**config.mk**
```make
export PLATFORM = sky130hd
export DESIGN_NAME = seg_frame_scheduler_flat
export DESIGN_NICKNAME = d
export VERILOG_FILES = /design/src/rtl/seg_frame_scheduler_if.sv /design/src/rtl/seg_frame_scheduler.sv /design/src/flat_wrapper.sv
export SDC_FILE = /design/constraint.sdc
export NUM_CORES = 1
export LEC_CHECK = 0
export ABC_AREA = 1
export BUFFER_PORTS_ARGS = -buffer_cell sky130_fd_sc_hd__buf_2
export CORE_MARGIN = 3
export CORE_UTILIZATION = 35
export CTS_BUF_LIST = sky130_fd_sc_hd__clkbuf_4 sky130_fd_sc_hd__clkbuf_8
export DETAILED_ROUTE_END_ITERATION = 8
export GPL_ROUTABILITY_DRIVEN = 0
export PLACE_DENSITY_LB_ADDON = 0.25
export SLEW_MARGIN = 20
export SYNTH_ARGS = -nofsm -noshare
export SYNTH_HDL_FRONTEND = slang
export SYNTH_SLANG_ARGS = --single-unit
export TNS_END_PERCENT = 5
```
**constraint.sdc**
```tcl
create_clock -name clk -period 1.6 [get_ports clk]
set_input_delay 0.08 -clock clk [delete_from_list [all_inputs] [get_ports clk]]
set_output_delay 0.08 -clock clk [all_outputs]
set_load 0.01 [all_outputs]
```
**src/rtl/seg_frame_scheduler_if.sv**
```systemverilog
// Frame sources, message request and serial display link between the game
// logic and the seven-segment frame scheduler.
interface seg_frame_scheduler_if;
  logic [63:0] score_frame;
  logic [63:0] msg_frame;
  logic        msg_req;
  logic        msg_busy;
  logic        frame_done;
  logic        SEGCLK;
  logic        SEGCLR;
  logic        SEGDT;
  logic        SEGEN;

  modport master (
    output score_frame, msg_frame, msg_req,
    input  msg_busy, frame_done, SEGCLK, SEGCLR, SEGDT, SEGEN
  );

  modport slave (
    input  score_frame, msg_frame, msg_req,
    output msg_busy, frame_done, SEGCLK, SEGCLR, SEGDT, SEGEN
  );
endinterface

```
**src/rtl/seg_frame_scheduler.sv**
```systemverilog
// Picks the score or the held message frame at each LATCH and shifts it MSB-first
// onto the 8-digit serial seven-segment link. The display is refreshed continuously.
module seg_frame_scheduler #(
  parameter int CLK_DIV     = 4,
  parameter int HOLD_CYCLES = 100000000,
  parameter int HOLD_W      = 27
) (
  input  logic                   clk,
  input  logic                   rst,
  seg_frame_scheduler_if.slave   sif
);
  typedef enum logic [1:0] {IDLE, LATCH, SHIFT, DONE} state_t;

  localparam int PH_W = $clog2(2 * CLK_DIV);
  localparam logic [PH_W-1:0] PH_LAST = PH_W'(2 * CLK_DIV - 1);
  localparam logic [PH_W-1:0] PH_HI   = PH_W'(CLK_DIV);

  state_t              state_q, state_d;
  logic [63:0]         sr_q, sr_d;
  logic [5:0]          bit_q, bit_d;
  logic [PH_W-1:0]     ph_q, ph_d;
  logic [HOLD_W-1:0]   hold_q, hold_d;
  logic [63:0]         buf_q, buf_d;
  logic                busy_q, busy_d;
  logic                segclk_q, segclk_d;
  logic                segdt_q, segdt_d;
  logic                done_q, done_d;
  logic                segclr_q, segen_q;

  always_ff @(posedge clk) begin
    if (rst) state_q <= IDLE;
    else     state_q <= state_d;
  end

  always_comb begin
    state_d = state_q;
    case (state_q)
      IDLE:    state_d = LATCH;
      LATCH:   state_d = SHIFT;
      SHIFT:   if (ph_q == PH_LAST && bit_q == 6'd0) state_d = DONE;
      DONE:    state_d = LATCH;
      default: state_d = IDLE;
    endcase
  end

  // Shift datapath and link outputs are computed from the next state so the
  // pins come straight from flops.
  always_comb begin
    sr_d  = sr_q;
    bit_d = bit_q;
    ph_d  = ph_q;
    case (state_q)
      LATCH: begin
        sr_d  = busy_q ? buf_q : sif.score_frame;
        bit_d = 6'd63;
        ph_d  = '0;
      end
      SHIFT: begin
        if (ph_q == PH_LAST) begin
          ph_d = '0;
          if (bit_q != 6'd0) begin
            sr_d  = {sr_q[62:0], 1'b0};
            bit_d = bit_q - 6'd1;
          end
        end else begin
          ph_d = ph_q + 1'b1;
        end
      end
      default: ;
    endcase
    segclk_d = (state_d == SHIFT) && (ph_d >= PH_HI);
    segdt_d  = (state_d == SHIFT) && sr_d[63];
    done_d   = (state_d == DONE);
  end

  // A new request always wins over the countdown and restarts the hold.
  always_comb begin
    buf_d  = buf_q;
    hold_d = hold_q;
    if (sif.msg_req) begin
      buf_d  = sif.msg_frame;
      hold_d = HOLD_W'(HOLD_CYCLES);
    end else if (hold_q != '0) begin
      hold_d = hold_q - 1'b1;
    end
    busy_d = (hold_d != '0);
  end

  always_ff @(posedge clk) begin
    if (rst) begin
      sr_q     <= '0;
      bit_q    <= '0;
      ph_q     <= '0;
      hold_q   <= '0;
      buf_q    <= '0;
      busy_q   <= 1'b0;
      segclk_q <= 1'b0;
      segdt_q  <= 1'b0;
      done_q   <= 1'b0;
      segclr_q <= 1'b0;
      segen_q  <= 1'b0;
    end else begin
      sr_q     <= sr_d;
      bit_q    <= bit_d;
      ph_q     <= ph_d;
      hold_q   <= hold_d;
      buf_q    <= buf_d;
      busy_q   <= busy_d;
      segclk_q <= segclk_d;
      segdt_q  <= segdt_d;
      done_q   <= done_d;
      segclr_q <= 1'b1;
      segen_q  <= 1'b1;
    end
  end

  assign sif.SEGCLK     = segclk_q;
  assign sif.SEGDT      = segdt_q;
  assign sif.SEGCLR     = segclr_q;
  assign sif.SEGEN      = segen_q;
  assign sif.frame_done = done_q;
  assign sif.msg_busy   = busy_q;
endmodule

```
**src/flat_wrapper.sv**
```systemverilog
// flat-port wrapper written by rule: the top's interface ports become plain ports
module seg_frame_scheduler_flat 
#(
  parameter int CLK_DIV     = 4,
  parameter int HOLD_CYCLES = 100000000,
  parameter int HOLD_W      = 27
)
  (clk, rst, sif_score_frame, sif_msg_frame, sif_msg_req, sif_msg_busy, sif_frame_done, sif_SEGCLK, sif_SEGCLR, sif_SEGDT, sif_SEGEN);
  seg_frame_scheduler_if sif_i ();
  input  logic clk;
  input  logic rst;
  input wire logic [$bits(sif_i.score_frame)-1:0] sif_score_frame;
  input wire logic [$bits(sif_i.msg_frame)-1:0] sif_msg_frame;
  input wire logic [$bits(sif_i.msg_req)-1:0] sif_msg_req;
  output wire logic [$bits(sif_i.msg_busy)-1:0] sif_msg_busy;
  output wire logic [$bits(sif_i.frame_done)-1:0] sif_frame_done;
  output wire logic [$bits(sif_i.SEGCLK)-1:0] sif_SEGCLK;
  output wire logic [$bits(sif_i.SEGCLR)-1:0] sif_SEGCLR;
  output wire logic [$bits(sif_i.SEGDT)-1:0] sif_SEGDT;
  output wire logic [$bits(sif_i.SEGEN)-1:0] sif_SEGEN;
  assign sif_i.score_frame = sif_score_frame;
  assign sif_i.msg_frame = sif_msg_frame;
  assign sif_i.msg_req = sif_msg_req;
  assign sif_msg_busy = sif_i.msg_busy;
  assign sif_frame_done = sif_i.frame_done;
  assign sif_SEGCLK = sif_i.SEGCLK;
  assign sif_SEGCLR = sif_i.SEGCLR;
  assign sif_SEGDT = sif_i.SEGDT;
  assign sif_SEGEN = sif_i.SEGEN;
  seg_frame_scheduler #(.CLK_DIV(CLK_DIV), .HOLD_CYCLES(HOLD_CYCLES), .HOLD_W(HOLD_W)) u_core (.clk(clk), .rst(rst), .sif(sif_i));
endmodule
```
==> metrics list <==
- The run finished, with violations left.
- The checks that failed: negative setup slack.
* Final Hold Fails: 0
- Once placement finished, the instance area stood at 9880 µm².
- Post-detailed-routing wire length: ~26,000 µm
- Data required time of the critical path: 1.94 ns
* Path depth of the worst reg2reg path: 14
- Total core area: ~23,000 µm²
* Syn Nets: between 1k and 1.5k
- TritonCTS built the clock tree.
* Count of antenna-violating nets left after detailed routing: 0
* Detailed-route DRC error count: 0
* GR Overflow Total: 0
- The HPWL after detailed placement is around 16,000 µm.
- Floorplan row count: 55
- The H-tree generated during clock tree synthesis spans 4 levels.
* Lkg Pwr: 4.99 nW
- Global-route wire length before repair: 41,400 µm
- The worst path uses 117% of the clock period.
* Slowest cell on the critical path: sky130_fd_sc_hd__dfxtp_1
* Number of maximum-capacitance constraint violations: 0
- In the final routed layout, each cell accounts on average for 14.7 µm.
- Relative to the synthesized area, the layout overhead comes to 44.0%.
- Worst-path clk slew: around 0.10 ns
- Counting every sink on the clock net gives 171.
- The most critical setup path has its endpoint at u_core.sif.msg_busy$_SDFF_PP0_.
- Across all register-to-register paths, the minimum setup slack is -0.28 ns.
* Die area: between 20,000 and 30,000 µm²
* Fmax: between 500 and 600 MHz
- The worst setup path is of the reg2reg kind.
* Width of the chip: about 160 µm
* Power per unit of standard cell area: between 1000 and 1500 nW/µm²
- Setup repair after global routing could not meet its margin everywhere.
* Post-layout min period: 1.88 ns
- Number of CTS-inserted buffers: 17
- Final count of negative-setup-slack endpoints: 34
* Slowest Stage Delay on Critical Path: 0.35 ns
- The cell area that synthesis handed to floorplanning was a little over 8000 µm².
- CP Data Arrival Time: roughly 2.2 ns
- Count of distinct cell types in the synthesized netlist: 35
- Headroom to the max-slew limit: about two thirds
- Minimum setup slack after placement: -0.308 ns
* Async set-reset flop share out of synthesis: 0%
* Via total after detailed routing: roughly 8.8k
* Nets: roughly 1.6k
- Using the TritonRoute via totals, the vias-per-cell ratio works out to 4.99.
- The worst-case IR drop observed on VDD is 648 µV.
- Final-layout setup total negative slack: -1.50 ns
- During I/O placement, the number of pins put on the boundary was around 140.
- Synthesis inferred around 170 register bits.
- The average instance in the mapped netlist occupies 6.92 µm².
- In this run the critical register-to-register path is captured at u_core.sif.msg_busy$_SDFF_PP0_.
- Startpoint Class: flip-flop
- Yosys printed 0 warnings.
- For this run, the leading register cell type out of synthesis is sky130_fd_sc_hd__dfxtp_1.
- Setup skew after layout: 0.0215 ns
- Gr usage total: 19.3%
- Beginning of the critical path: u_core.hold_q[4]$_SDFF_PP0_
* Initial core utilization: ~36%
* Antenna violations before repair: 0
* Cell repeated most along the worst path: sky130_fd_sc_hd__nand2_1
- The first routing iteration left between 600 and 700 violations.
- Of the synthesized area, sequential elements account for 41.5%.
* Max-slew violation total from the final report: 0
* Maximum number of pins on one net before global-route repair: 59
- Synthesis produced 1,191 cells.
- Layout Cell Area excl Fill: between 10,000 and 15,000 µm²
* Via count of the first global-routing pass: 8,361
* Capturing element type of the critical path: flip-flop
- Post-layout worst setup margin: -0.278 ns
- Ordered cell list for the critical path: nor2_2 -> nand2_2 -> nor2_4 -> nand2_1 -> nand2_1 -> nand2_1 -> nand2_2 -> nand2_1 -> nor2_1 -> nand2_1 -> nor2_2 -> nand2_1 -> nor2_1 -> nor2_1
- Measured slew at the worst slew-check pin: between 0.5 and 0.6 ns
- Before antenna repair, the detailed router went through 7 iterations.
* Buffer cell driving the clock tree root: sky130_fd_sc_hd__clkbuf_8
- The worst register-to-register path begins at u_core.hold_q[4]$_SDFF_PP0_.
- Class of the worst hold path: in2reg
- The die is 159 µm tall.
- N_diodes: 0
- In this run the worst path has a maximum fanout of 7.
- Layout cells sized above 1: 29.9%
- Number of synthesized flops with an enable pin: 0
- After filler insertion, the fill cell instance count of the layout stands at between 2k and 2.5k.
- Buffers on Ports: 136
- The later pin in the worst-skew pair is clocked with a latency of 0.46 ns.
* Max clock buf depth: 2
## cells by family after synthesis
family	count (synthesis)	share of synthesized area, %
flip-flops	171	41.5
XOR/XNOR	5	0.531
adder cells (fa/ha/maj)	8	1.21
AND/OR/NAND/NOR	452	22.6
AO/OA/AOI/OAI	352	24.4
buffers and inverters	203	9.70
## synthesized netlist by cell type, types with 5 or more instances
cell type | n | share of area (%)
sky130_fd_sc_hd__nor2_1 | 254 | 12
sky130_fd_sc_hd__o32ai_1 | 58 | 6.2
sky130_fd_sc_hd__xor2_1 | 5 | 0.53
sky130_fd_sc_hd__inv_1 | 109 | 5.0
sky130_fd_sc_hd__o21ai_1 | 25 | 1.5
sky130_fd_sc_hd__nand3b_1 | 7 | 0.64
sky130_fd_sc_hd__nand3_1 | 31 | 1.9
sky130_fd_sc_hd__inv_2 | 5 | 0.23
sky130_fd_sc_hd__a21oi_1 | 84 | 5.1
sky130_fd_sc_hd__nor3_1 | 15 | 0.91
sky130_fd_sc_hd__nor2_2 | 8 | 0.61
sky130_fd_sc_hd__clkbuf_1 | 61 | 2.8
sky130_fd_sc_hd__nand4_1 | 12 | 0.91
sky130_fd_sc_hd__buf_2 | 19 | 1.2
sky130_fd_sc_hd__ha_1 | 8 | 1.2
sky130_fd_sc_hd__dfxtp_1 | 171 | 42
sky130_fd_sc_hd__nand2_1 | 118 | 5.4
sky130_fd_sc_hd__o21ai_0 | 172 | 10
## cell usage in the layout, fill, tap and decap left out, types with 6 or more instances in the layout
cell and count:
sky130_fd_sc_hd__inv_2 11, sky130_fd_sc_hd__dfxtp_2 10, sky130_fd_sc_hd__a21oi_2 6, sky130_fd_sc_hd__buf_2 136, sky130_fd_sc_hd__buf_12 11, sky130_fd_sc_hd__buf_4 96
sky130_fd_sc_hd__nand2_2 22, sky130_fd_sc_hd__nor2_1 227, sky130_fd_sc_hd__nand4_1 12, sky130_fd_sc_hd__a21oi_1 79, sky130_fd_sc_hd__o21ai_0 142, sky130_fd_sc_hd__nor2_4 9
sky130_fd_sc_hd__clkbuf_8 17, sky130_fd_sc_hd__nor2_2 28, sky130_fd_sc_hd__dlygate4sd3_1 64, sky130_fd_sc_hd__dfxtp_1 161, sky130_fd_sc_hd__nor3_1 10, sky130_fd_sc_hd__nand3b_1 7
sky130_fd_sc_hd__nand3_1 27, sky130_fd_sc_hd__o32ai_1 28, sky130_fd_sc_hd__o32ai_2 28, sky130_fd_sc_hd__nand2_1 96, sky130_fd_sc_hd__inv_1 101, sky130_fd_sc_hd__o21ai_1 51
## stage by stage
stage	power [W]	instances	hold slack [ns]	utilization [%]
CTS	0.0153	1763	0.0245	49.3
global route	0.0170	1773	0.0736	51.8
finish	0.0159	1773	0.0591	51.8
detailed placement	0.0110	1650	0.307	43.1
global placement	0.0109	1650	0.300	43.1
floorplan	0.00904	1191	0.215	-
## critical path: cells and delay by family (launching register included)
family	cells	cell delay (ns)
AND/OR/NAND/NOR	14	1.40
flip-flops	1	0.35
## layout make-up
type,count,area [µm²],area share (%)
clock buffer,18,241,2.03
clock inverter,14,178,1.50
inverter,115,438,3.69
multi-input combinational,820,4620,39.0
sequential,171,3440,28.9
tap,313,392,3.30
timing repair buffer,322,2560,21.6
## sequential cells by signal, summed over array words and instances, names as in the netlist, named ones only
name                   flops
u_core.ph_q                1
u_core.bit_q               6
u_core.state_q             2
u_core.sif.SEGCLK          1
u_core.sif.SEGCLR          1
u_core.sr_q               64
u_core.buf_q              64
u_core.sif.SEGDT           1
u_core.sif.msg_busy        1
u_core.hold_q             27
u_core.sif.frame_done      1
## per-layer routing
metal / up-vias / share of wire (%) / global-route usage [%]
li1: 4491 / - / -
met1: 4137 / 48 / 26.4
met2: 194 / 48 / 32.1
met3: 18 / 3.5 / 3.15
met4: 0 / 1.1 / 4.14
met5: - / 0 / 0
## report_power, final
group	internal [W]	total (W)	switching (W)
sequential	0.00501	0.00527	0.000262
combinational	0.00325	0.00743	0.00417
clock	0.00147	0.00324	0.00177
total	0.00973	0.0159	0.00621
## what timing repair did
item / CTS / global route
setup endpoints to repair: 71 / 96
setup buffers: 11 / 7
hold buffers: 64 / 0
pin swaps: 7 / 12
cloned: 6 / 3
endpoints found under the hold margin: 64 / 0
gates resized for setup: 51 / 117
## worst min-delay path by stage
stage	from	endpoint	slack [ns]	cells after the start
floorplan	sif_msg_frame[0]	u_core.buf_q[0]$_SDFFE_PP0P_	0.21	2
global placement	sif_msg_frame[34]	u_core.buf_q[34]$_SDFFE_PP0P_	0.30	3
detailed placement	sif_msg_frame[6]	u_core.buf_q[6]$_SDFFE_PP0P_	0.31	3
CTS	sif_score_frame[33]	u_core.sr_q[33]$_SDFFE_PP0P_	0.02	5
global route	sif_score_frame[28]	u_core.sr_q[28]$_SDFFE_PP0P_	0.07	5
finish	sif_score_frame[33]	u_core.sr_q[33]$_SDFFE_PP0P_	0.06	5
Power figures use the tool's default switching activity.
